$ cat config.mk
export PLATFORM = sky130hd
export DESIGN_NAME = store_byte_writer
export DESIGN_NICKNAME = d
export VERILOG_FILES = /design/src/rtl/store_byte_writer.sv
export SDC_FILE = /design/constraint.sdc
export NUM_CORES = 1
export LEC_CHECK = 0
export CORE_ASPECT_RATIO = 1.1
export CORE_MARGIN = 2
export CORE_UTILIZATION = 51
export DETAILED_ROUTE_END_ITERATION = 16
export HOLD_SLACK_MARGIN = 0.02
export PLACE_DENSITY_LB_ADDON = 0.25
export SYNTH_ARGS = -nofsm -noshare
export SYNTH_HDL_FRONTEND = slang
export SYNTH_SLANG_ARGS = --single-unit
$ cat constraint.sdc
create_clock -name clk -period 5.9 [get_ports clk]
set_input_delay 0.885 -clock clk [delete_from_list [all_inputs] [get_ports clk]]
set_output_delay 0.885 -clock clk [all_outputs]
set_load 0.01 [all_outputs]
$ cat src/rtl/store_byte_writer.sv
// Store byte writer: accepts one SB/SH/SW request and writes it to a byte-wide memory port
// in little-endian order, then pulses done (with err on misaligned or illegal width).
module store_byte_writer #(
  parameter int unsigned ADDR_WIDTH = 32
) (
  input  logic                  clk,
  input  logic                  rst_n,
  input  logic                  req_valid,
  output logic                  req_ready,
  input  logic [2:0]            req_funct3,
  input  logic [ADDR_WIDTH-1:0] req_addr,
  input  logic [31:0]           req_data,
  output logic                  mem_we,
  output logic [ADDR_WIDTH-1:0] mem_addr,
  output logic [7:0]            mem_wdata,
  input  logic                  mem_ready,
  output logic                  done,
  output logic                  err
);

  typedef enum logic [1:0] {StIdle, StWrite, StResp} state_e;

  state_e                state_q, state_d;
  logic [ADDR_WIDTH-1:0] addr_q, addr_d;
  logic [31:0]           data_q, data_d;
  logic [1:0]            last_q, last_d;
  logic [1:0]            k_q, k_d;
  logic                  err_q, err_d;

  logic                  req_legal;
  logic [1:0]            req_last;

  // Width decode: req_last is the index of the final byte (N-1).
  always_comb begin
    req_legal = 1'b0;
    req_last  = 2'd0;
    case (req_funct3)
      3'b000: begin
        req_legal = 1'b1;
        req_last  = 2'd0;
      end
      3'b001: begin
        req_legal = ~req_addr[0];
        req_last  = 2'd1;
      end
      3'b010: begin
        req_legal = (req_addr[1:0] == 2'b00);
        req_last  = 2'd3;
      end
      default: begin
        req_legal = 1'b0;
        req_last  = 2'd0;
      end
    endcase
  end

  always_comb begin
    state_d = state_q;
    addr_d  = addr_q;
    data_d  = data_q;
    last_d  = last_q;
    k_d     = k_q;
    err_d   = err_q;
    unique case (state_q)
      StIdle: begin
        if (req_valid) begin
          addr_d  = req_addr;
          data_d  = req_data;
          last_d  = req_last;
          k_d     = 2'd0;
          err_d   = ~req_legal;
          state_d = req_legal ? StWrite : StResp;
        end
      end
      StWrite: begin
        if (mem_ready) begin
          k_d = k_q + 2'd1;
          if (k_q == last_q) begin
            err_d   = 1'b0;
            state_d = StResp;
          end
        end
      end
      StResp: begin
        state_d = StIdle;
      end
      default: begin
        state_d = StIdle;
      end
    endcase
  end

  always_ff @(posedge clk or negedge rst_n) begin
    if (!rst_n) begin
      state_q <= StIdle;
      addr_q  <= '0;
      data_q  <= '0;
      last_q  <= 2'd0;
      k_q     <= 2'd0;
      err_q   <= 1'b0;
    end else begin
      state_q <= state_d;
      addr_q  <= addr_d;
      data_q  <= data_d;
      last_q  <= last_d;
      k_q     <= k_d;
      err_q   <= err_d;
    end
  end

  // Outputs decode from state and captured registers only; address and data are
  // forced to zero outside WRITE so the port is quiet when idle or in reset.
  always_comb begin
    mem_we    = (state_q == StWrite);
    mem_addr  = mem_we ? (addr_q + ADDR_WIDTH'(k_q)) : '0;
    mem_wdata = mem_we ? data_q[{k_q, 3'b000} +: 8] : 8'h00;
    done      = (state_q == StResp);
    err       = done & err_q;
    req_ready = (state_q == StIdle) & rst_n;
  end

endmodule

* Word-level counts from Yosys, hierarchy flattened
Cells that the tools add are included.
Word-level totals: memories 0, output and inout bits 44, bits in read-only memories 0, input bits 71, latch bits 0, memory bits (writable) 0, register bits after elaboration 71, word-level logic and storage cells 45
Operators by class: shifts and indexed selects 1, equal/unequal tests 8, reductions and logical operators 8, muxes and demuxes 16, $lt $le $gt $ge 0, $add $sub $neg 2, bitwise operators 4, multipliers 0, divide/modulo/power cells 0
Operators with widths (number):
- $add A32 B2 Y32 | 1
- $mux W32 | 1
- $shiftx A32 B6 Y8 | 1
- $mux W2 | 6
- $pmux W2 S2 | 3
- $mux W8 | 1
- $reduce_and A3 Y1 | 2
- $logic_not A2 Y1 | 2
- $ne A2 B1 Y1 const B | 2
- $reduce_and A4 Y1 | 1
- $eq A3 B1 Y1 const B | 1
- $eq A3 B2 Y1 const B | 1
- $logic_not A3 Y1 | 1
- $mux W1 | 3
- $pmux W1 S3 | 1
- $add A2 B1 Y2 const B | 1
- $and A1 B1 Y1 | 2
- $eq A2 B1 Y1 const B | 1
- $eq A2 B2 Y1 | 1
- $eq A2 B2 Y1 const B | 1
- $ne A2 B2 Y1 const B | 1
- $not A1 Y1 | 2
- $pmux W1 S2 | 1
- $reduce_and A2 Y1 | 1
- $reduce_bool A2 Y1 | 1

* Depth between registers and ports, before layout
Gate-level depths: netlist of the first run.
depth after elaboration 5, gate-level depth with buffers 7, gate-level depth less buffers 6

* Worst setup path before layout of the first run
OpenSTA, ideal clock, no wires.
path kind register to output, start point register k_q[0], end point output port mem_addr[28], path buffers 1, path slack 2.744 ns, required time 5.015 ns, stages on the path, launching flop included 8, arrival 2.271 ns, path through dfrtp_1 > ha_1 > fa_1 > nand4_1 > or2_2 > clkbuf_1 > or4_1 > a21oi_1
On the way: longest elaborated chain between the ends 2
Ends and longest elaborated chain:
- from (decl) | line 27 | logic [1:0] k_q, k_d;
- from (signal assigned) | line 106 | k_q <= k_d;
- $add A32 B2 Y32 | line 115 | mem_addr = mem_we ? (addr_q + ADDR_WIDTH'(k_q)) : '0;
- $mux W32 | line 115
- to (decl) | line 14 | output logic [ADDR_WIDTH-1:0] mem_addr,
Every way passes these cells.

* Worst setup path after layout of the first run
start point register k_q[0], end point output port mem_addr[20]
The elaborated chain is that of the path after synthesis.

==> impl_metrics.json, run 1 <==
{
  "cp_common_cell": "nand4_1",
  "fin_ws_ps": 1280,
  "cts_sinks": 71,
  "hold_path_depth": 1,
  "ff_latch_area_sq_um": 1780,
  "drt_wl_total_mm": 8.96,
  "ys_seq_elements": 71,
  "die_w_um": 86.8,
  "finalHoldViolations": 0,
  "status": "completed",
  "cts-root-buf": "clkbuf_8",
  "finalSetupViolCount": 0,
  "grt_pass1_wl_mm": 14.9,
  "crit_buf_inv": 1,
  "clock_latency_ps": 340,
  "drtPass1Iterations": 5,
  "gp_congestion": 0.835,
  "num_vias": 3116,
  "rr_startpoint": "state_q[1]$_DFFE_PN0P_",
  "multi_input_area_sq_um": 1950,
  "cp.required_ps": 5020,
  "nets": 529,
  "slowest_delay_ps": 800,
  "numCtsBuffers": 9,
  "syn_to_final_growth_pct": 36.1,
  "rr_worst_depth": 3,
  "critical-path-slowest-cell": "dfrtp_1",
  "rsz0062_at_grt": "no",
  "hp-start": "data_q[18]$_DFFE_PN0P_",
  "crit_fanout": 14,
  "antenna_found_initial": 0,
  "cp.arrival_ps": 3730,
  "rr_endpoint": "addr_q[21]$_DFFE_PN0P_",
  "vdd_ir_drop_max_v": 0.000212,
  "cts_setup_buffers": 0,
  "core_sq_um": 7390,
  "fill_cells": 538,
  "ant_nets": 0,
  "synth_ff_type": "dfrtp_1",
  "numPortBuffers": 114,
  "cts_resized": 0,
  "grt_pass1_vias": 3203,
  "yosysSeqAreaShare": 0.462,
  "finalSetupTns_ps": 0,
  "die-height_um": 95.1,
  "clkTransAtPathRegs_ps": 80,
  "hpwl_mm": 6.41,
  "crit_family": "simple AND/OR/NAND/NOR gates",
  "worst_setup_path_end_kind": "output pin",
  "layout_min_cycle_time_ps": 4620,
  "synth_top_area_share": 0.462,
  "start_util": 0.520,
  "cp-start-kind": "register",
  "final_core_util": 0.708,
  "h-tree-depth": 3,
  "synth_fp_nets": 420,
  "yosysTopAreaCell": "dfrtp_1",
  "grt_max_degree": 73,
  "wl_per_cell_um": 16.4,
  "grt_usage": 0.233,
  "netlist_area_sq_um": 3840,
  "final_cells": 547,
  "cts_hold_buf": 0,
  "dpl.cell_count": 531,
  "holdPathEnd": "data_q[18]$_DFFE_PN0P_",
  "drt_iter0_markers": 127,
  "antenna_cells": 0,
  "cts_buffer_depth": 2,
  "synth.top_cells.by_area": "dfrtp_1, mux2_2, mux4_2",
  "dpl_cell_area_sq_um": 5040,
  "finalMaxSlewViolations": 0,
  "p_leak_nw": 1.98,
  "synth-async-reset-ratio": 1.00,
  "clock.fmax_ghz": 0.217,
  "min_path_type": "reg2reg",
  "cap_violations": 0,
  "crit_chain": "ha_1 > fa_1 > nand4_1 > nor4_1 > nand4_1 > mux2i_1 > clkdlybuf4s50_1",
  "tightest_slew_ps": 896,
  "vias_per_cell": 5.70,
  "overflow": 0,
  "fin_crit_sh": 0.782,
  "max-slew-margin-rel": 0.403,
  "design_area_sq_um": 5230,
  "syn_avg_cell_area_sq_um": 11.1,
  "drc": 0,
  "preCtsSetupSlack_ps": 1650,
  "criticalPathCategory": "reg2out",
  "ios": 115,
  "power.density_nw_per_um2": 392,
  "synth.distinct_cells": 42,
  "r2r_slack_ps": 4150,
  "drive_gt1_frac": 0.217,
  "num_rows": 33,
  "synth_warnings": 0,
  "die-area_sq_um": 8250,
  "tritoncts": "yes",
  "synth-edff-count": 0,
  "netlist_instances": 346,
  "clock_skew_ps": 11.6
}
-- layout by cell type (no fill, tap or decap), types with 8 or more instances in the layout --
master           instances
clkdlybuf4s50_1        113
dfrtp_1                 71
mux2_2                  59
nand2_1                 24
a21oi_1                 21
nor2_1                  17
o21ai_0                 16
and2_1                  11
xnor2_1                 11
or4_1                   10
o31ai_1                  9
inv_1                    9
clkbuf_8                 9
mux4_2                   8
-- synthesized netlist by cell type, types with 6 or more instances --
| library cell | number |
|---|---|
| a21oi_1 | 21 |
| xnor2_1 | 11 |
| or4_1 | 10 |
| nand4_1 | 6 |
| nor2_1 | 17 |
| inv_1 | 9 |
| o31ai_1 | 9 |
| dfrtp_1 | 71 |
| and2_1 | 11 |
| mux2_2 | 59 |
| mux4_2 | 8 |
| o21ai_0 | 16 |
| clkbuf_1 | 15 |
| nor4_1 | 6 |
| nand3_1 | 6 |
| nand2_1 | 24 |
-- through the flow --
| step | total power, mW | hold WS, ps |
|---|---|---|
| after floorplan | 1.37 | 455 |
| after global placement | 1.64 | 485 |
| after detailed placement | 1.68 | 495 |
| after CTS | 2.07 | 512 |
| after global routing | 2.20 | 538 |
| final | 2.05 | 511 |
-- report_power, final --
part	internal, mW	total (mW)	switching, mW
clock	0.198	0.388	0.191
sequential	0.693	0.903	0.210
combinational	0.457	0.759	0.303
-- cell families after synthesis --
kind of cell | after synthesis | synth area share
xor+xnor | 14 | 0.0319
buf+inv | 29 | 0.0309
fa+ha+maj | 3 | 0.0117
flops | 71 | 0.462
compound gates | 55 | 0.0846
mux | 69 | 0.225
simple gates | 105 | 0.154
-- final cells by class --
cell class | instances | area share
inverter | 10 | 0.00717
clock buffer | 10 | 0.0244
tap | 87 | 0.0208
clock inverter | 6 | 0.0129
sequential | 71 | 0.340
timing repair buffer | 117 | 0.222
multi-input combinational | 246 | 0.373
-- worst max path at each step --
stage / from / slack (ps) / end / cells past startpoint
after CTS: k_q[0]$_DFFE_PN0P_ / 1240 / mem_addr[28] / 7
after global placement: k_q[0]$_DFFE_PN0P_ / 1710 / mem_addr[26] / 7
after global routing: k_q[0]$_DFFE_PN0P_ / 940 / mem_addr[20] / 7
after detailed placement: k_q[0]$_DFFE_PN0P_ / 1650 / mem_addr[28] / 7
after floorplan: k_q[0]$_DFFE_PN0P_ / 2740 / mem_addr[28] / 7
final: k_q[0]$_DFFE_PN0P_ / 1280 / mem_addr[20] / 7
-- registers in the layout (all words and copies together), names as in the netlist --
register and count:
addr_q 32, data_q 32, k_q 2, last_q 2, state_q 2, err_q 1
-- metal layers --
layer  global-route usage  part of all wire  vias up
met1                0.288              0.41     1512
met3               0.0468             0.056       16
met2                0.392              0.51      102
li1                     -                 -     1486
met4                0.108             0.020        0
met5                    0                 0        -
Power figures use the tool's default switching activity.
==> inputs of run 2 (changes only) <==
- CORE_UTILIZATION: 51 -> 43
- clock period: 5.9 -> 4.2 ns (I/O delays scaled with it)
==> run 2 against run 1 <==
Flip-flop and latch count unchanged. Critical path depth down 2. Non-clock buffer count up 4. Clock power up 27%. Sequential power up 37%. Sequential share of layout area down 0.28 points. Wire length up 5.6%. Critical endpoint is now mem_addr[29].
==> impl_metrics.json, run 2 (synthesis gave the netlist of run 1 again) <==
{
  "cts_resized": 0,
  "min_path_type": "in2async",
  "rr_worst_depth": 3,
  "finalSetupTns_ps": 0,
  "final_cells": 578,
  "gp_congestion": 0.758,
  "rsz0062_at_grt": "no",
  "crit_fanout": 17,
  "antenna_found_initial": 0,
  "finalHoldViolations": 0,
  "cp.required_ps": 3570,
  "drt_wl_total_mm": 9.46,
  "finalMaxSlewViolations": 0,
  "worst_setup_path_end_kind": "output pin",
  "final_core_util": 0.601,
  "cts-root-buf": "clkbuf_8",
  "max-slew-margin-rel": 0.393,
  "die_w_um": 94.1,
  "syn_to_final_growth_pct": 37.3,
  "tritoncts": "yes",
  "die-height_um": 103,
  "num_rows": 36,
  "cp-start-kind": "register",
  "nets": 533,
  "drt_iter0_markers": 78,
  "wl_per_cell_um": 16.4,
  "p_leak_nw": 1.99,
  "cp.arrival_ps": 3150,
  "overflow": 0,
  "finalPower_mw": 2.85,
  "clock_skew_ps": 5.73,
  "die-area_sq_um": 9710,
  "cap_violations": 0,
  "dpl_cell_area_sq_um": 5100,
  "layout_min_cycle_time_ps": 3780,
  "finalSetupViolCount": 0,
  "criticalPathCategory": "reg2out",
  "top_regs": "addr_q: 32 flops, data_q: 32 flops",
  "power.density_nw_per_um2": 540,
  "fin_crit_sh": 0.900,
  "tightest_slew_ps": 911,
  "final_cell_mix": "clkdlybuf4s50_1, dfrtp_1, mux2_2, nand2_1, a21oi_1",
  "numCtsBuffers": 9,
  "numPortBuffers": 114,
  "vias_per_cell": 5.41,
  "start_util": 0.438,
  "drive_gt1_frac": 0.224,
  "cts_sinks": 71,
  "cts_hold_buf": 0,
  "cts_buffer_depth": 2,
  "vdd_ir_drop_max_v": 0.000303,
  "drtPass1Iterations": 4,
  "r2r_slack_ps": 2340,
  "clock.fmax_ghz": 0.264,
  "hpwl_mm": 6.79,
  "drc": 0,
  "cts_setup_buffers": 0,
  "grt_pass1_vias": 3155,
  "h-tree-depth": 3,
  "clkTransAtPathRegs_ps": 80,
  "final_common_cell": "clkdlybuf4s50_1",
  "status": "completed",
  "dpl.cell_count": 562,
  "clock_latency_ps": 340,
  "num_vias": 3129,
  "core_sq_um": 8780,
  "antenna_cells": 0,
  "grt_pass1_wl_mm": 15.2,
  "design_area_sq_um": 5280,
  "ant_nets": 0,
  "ios": 115,
  "grt_usage": 0.203,
  "grt_max_degree": 72
}
-- run 2: per-layer routing --
layer	vias up	wire length, um	track usage
li1	1487	-	-
met1	1532	4050	0.250
met2	91	4710	0.347
met3	19	514	0.0395
met4	0	189	0.0903
met5	-	0	0
-- run 2: path summary, 6_finish.rpt --
path | from | end
max | addr_q[8]$_DFFE_PN0P_ | mem_addr[29]
min | rst_n | addr_q[26]$_DFFE_PN0P_
max reg2reg | state_q[1]$_DFFE_PN0P_ | data_q[0]$_DFFE_PN0P_
min reg2reg | data_q[17]$_DFFE_PN0P_ | data_q[17]$_DFFE_PN0P_
max in group asynchronous | rst_n | data_q[7]$_DFFE_PN0P_
min in group clk | data_q[17]$_DFFE_PN0P_ | data_q[17]$_DFFE_PN0P_
-- run 2: power breakdown --
group | switching (mW) | internal [mW] | leakage [nW]
Clock | 0.262 | 0.230 | 0.0853
Sequential | 0.268 | 0.974 | 0.842
Combinational | 0.460 | 0.654 | 1.07
-- run 2: cell type report --
type / count / area [sq um]
tap: 114 / 143
clock buffer: 11 / 141
clock inverter: 5 / 33.8
inverter: 10 / 37.5
fill: 752 / 3510
sequential: 71 / 1780
timing repair buffer: 121 / 1190
multi-input combinational: 246 / 1950
-- run 2: worst max-delay path: stages (launching register included) --
cell and delay, ps:
dfrtp_1 430, nand4_1 260, or4_1 800, or4_1 580
a21oi_1 180, clkdlybuf4s50_1 560
-- run 2: metrics by stage --
stage                     setup slack [ps]  hold WS [ps]
final                                  418           507
after global routing                   275           516
after CTS                              392           511
after detailed placement               783           494
after global placement                 825           485
after floorplan                       1300           334
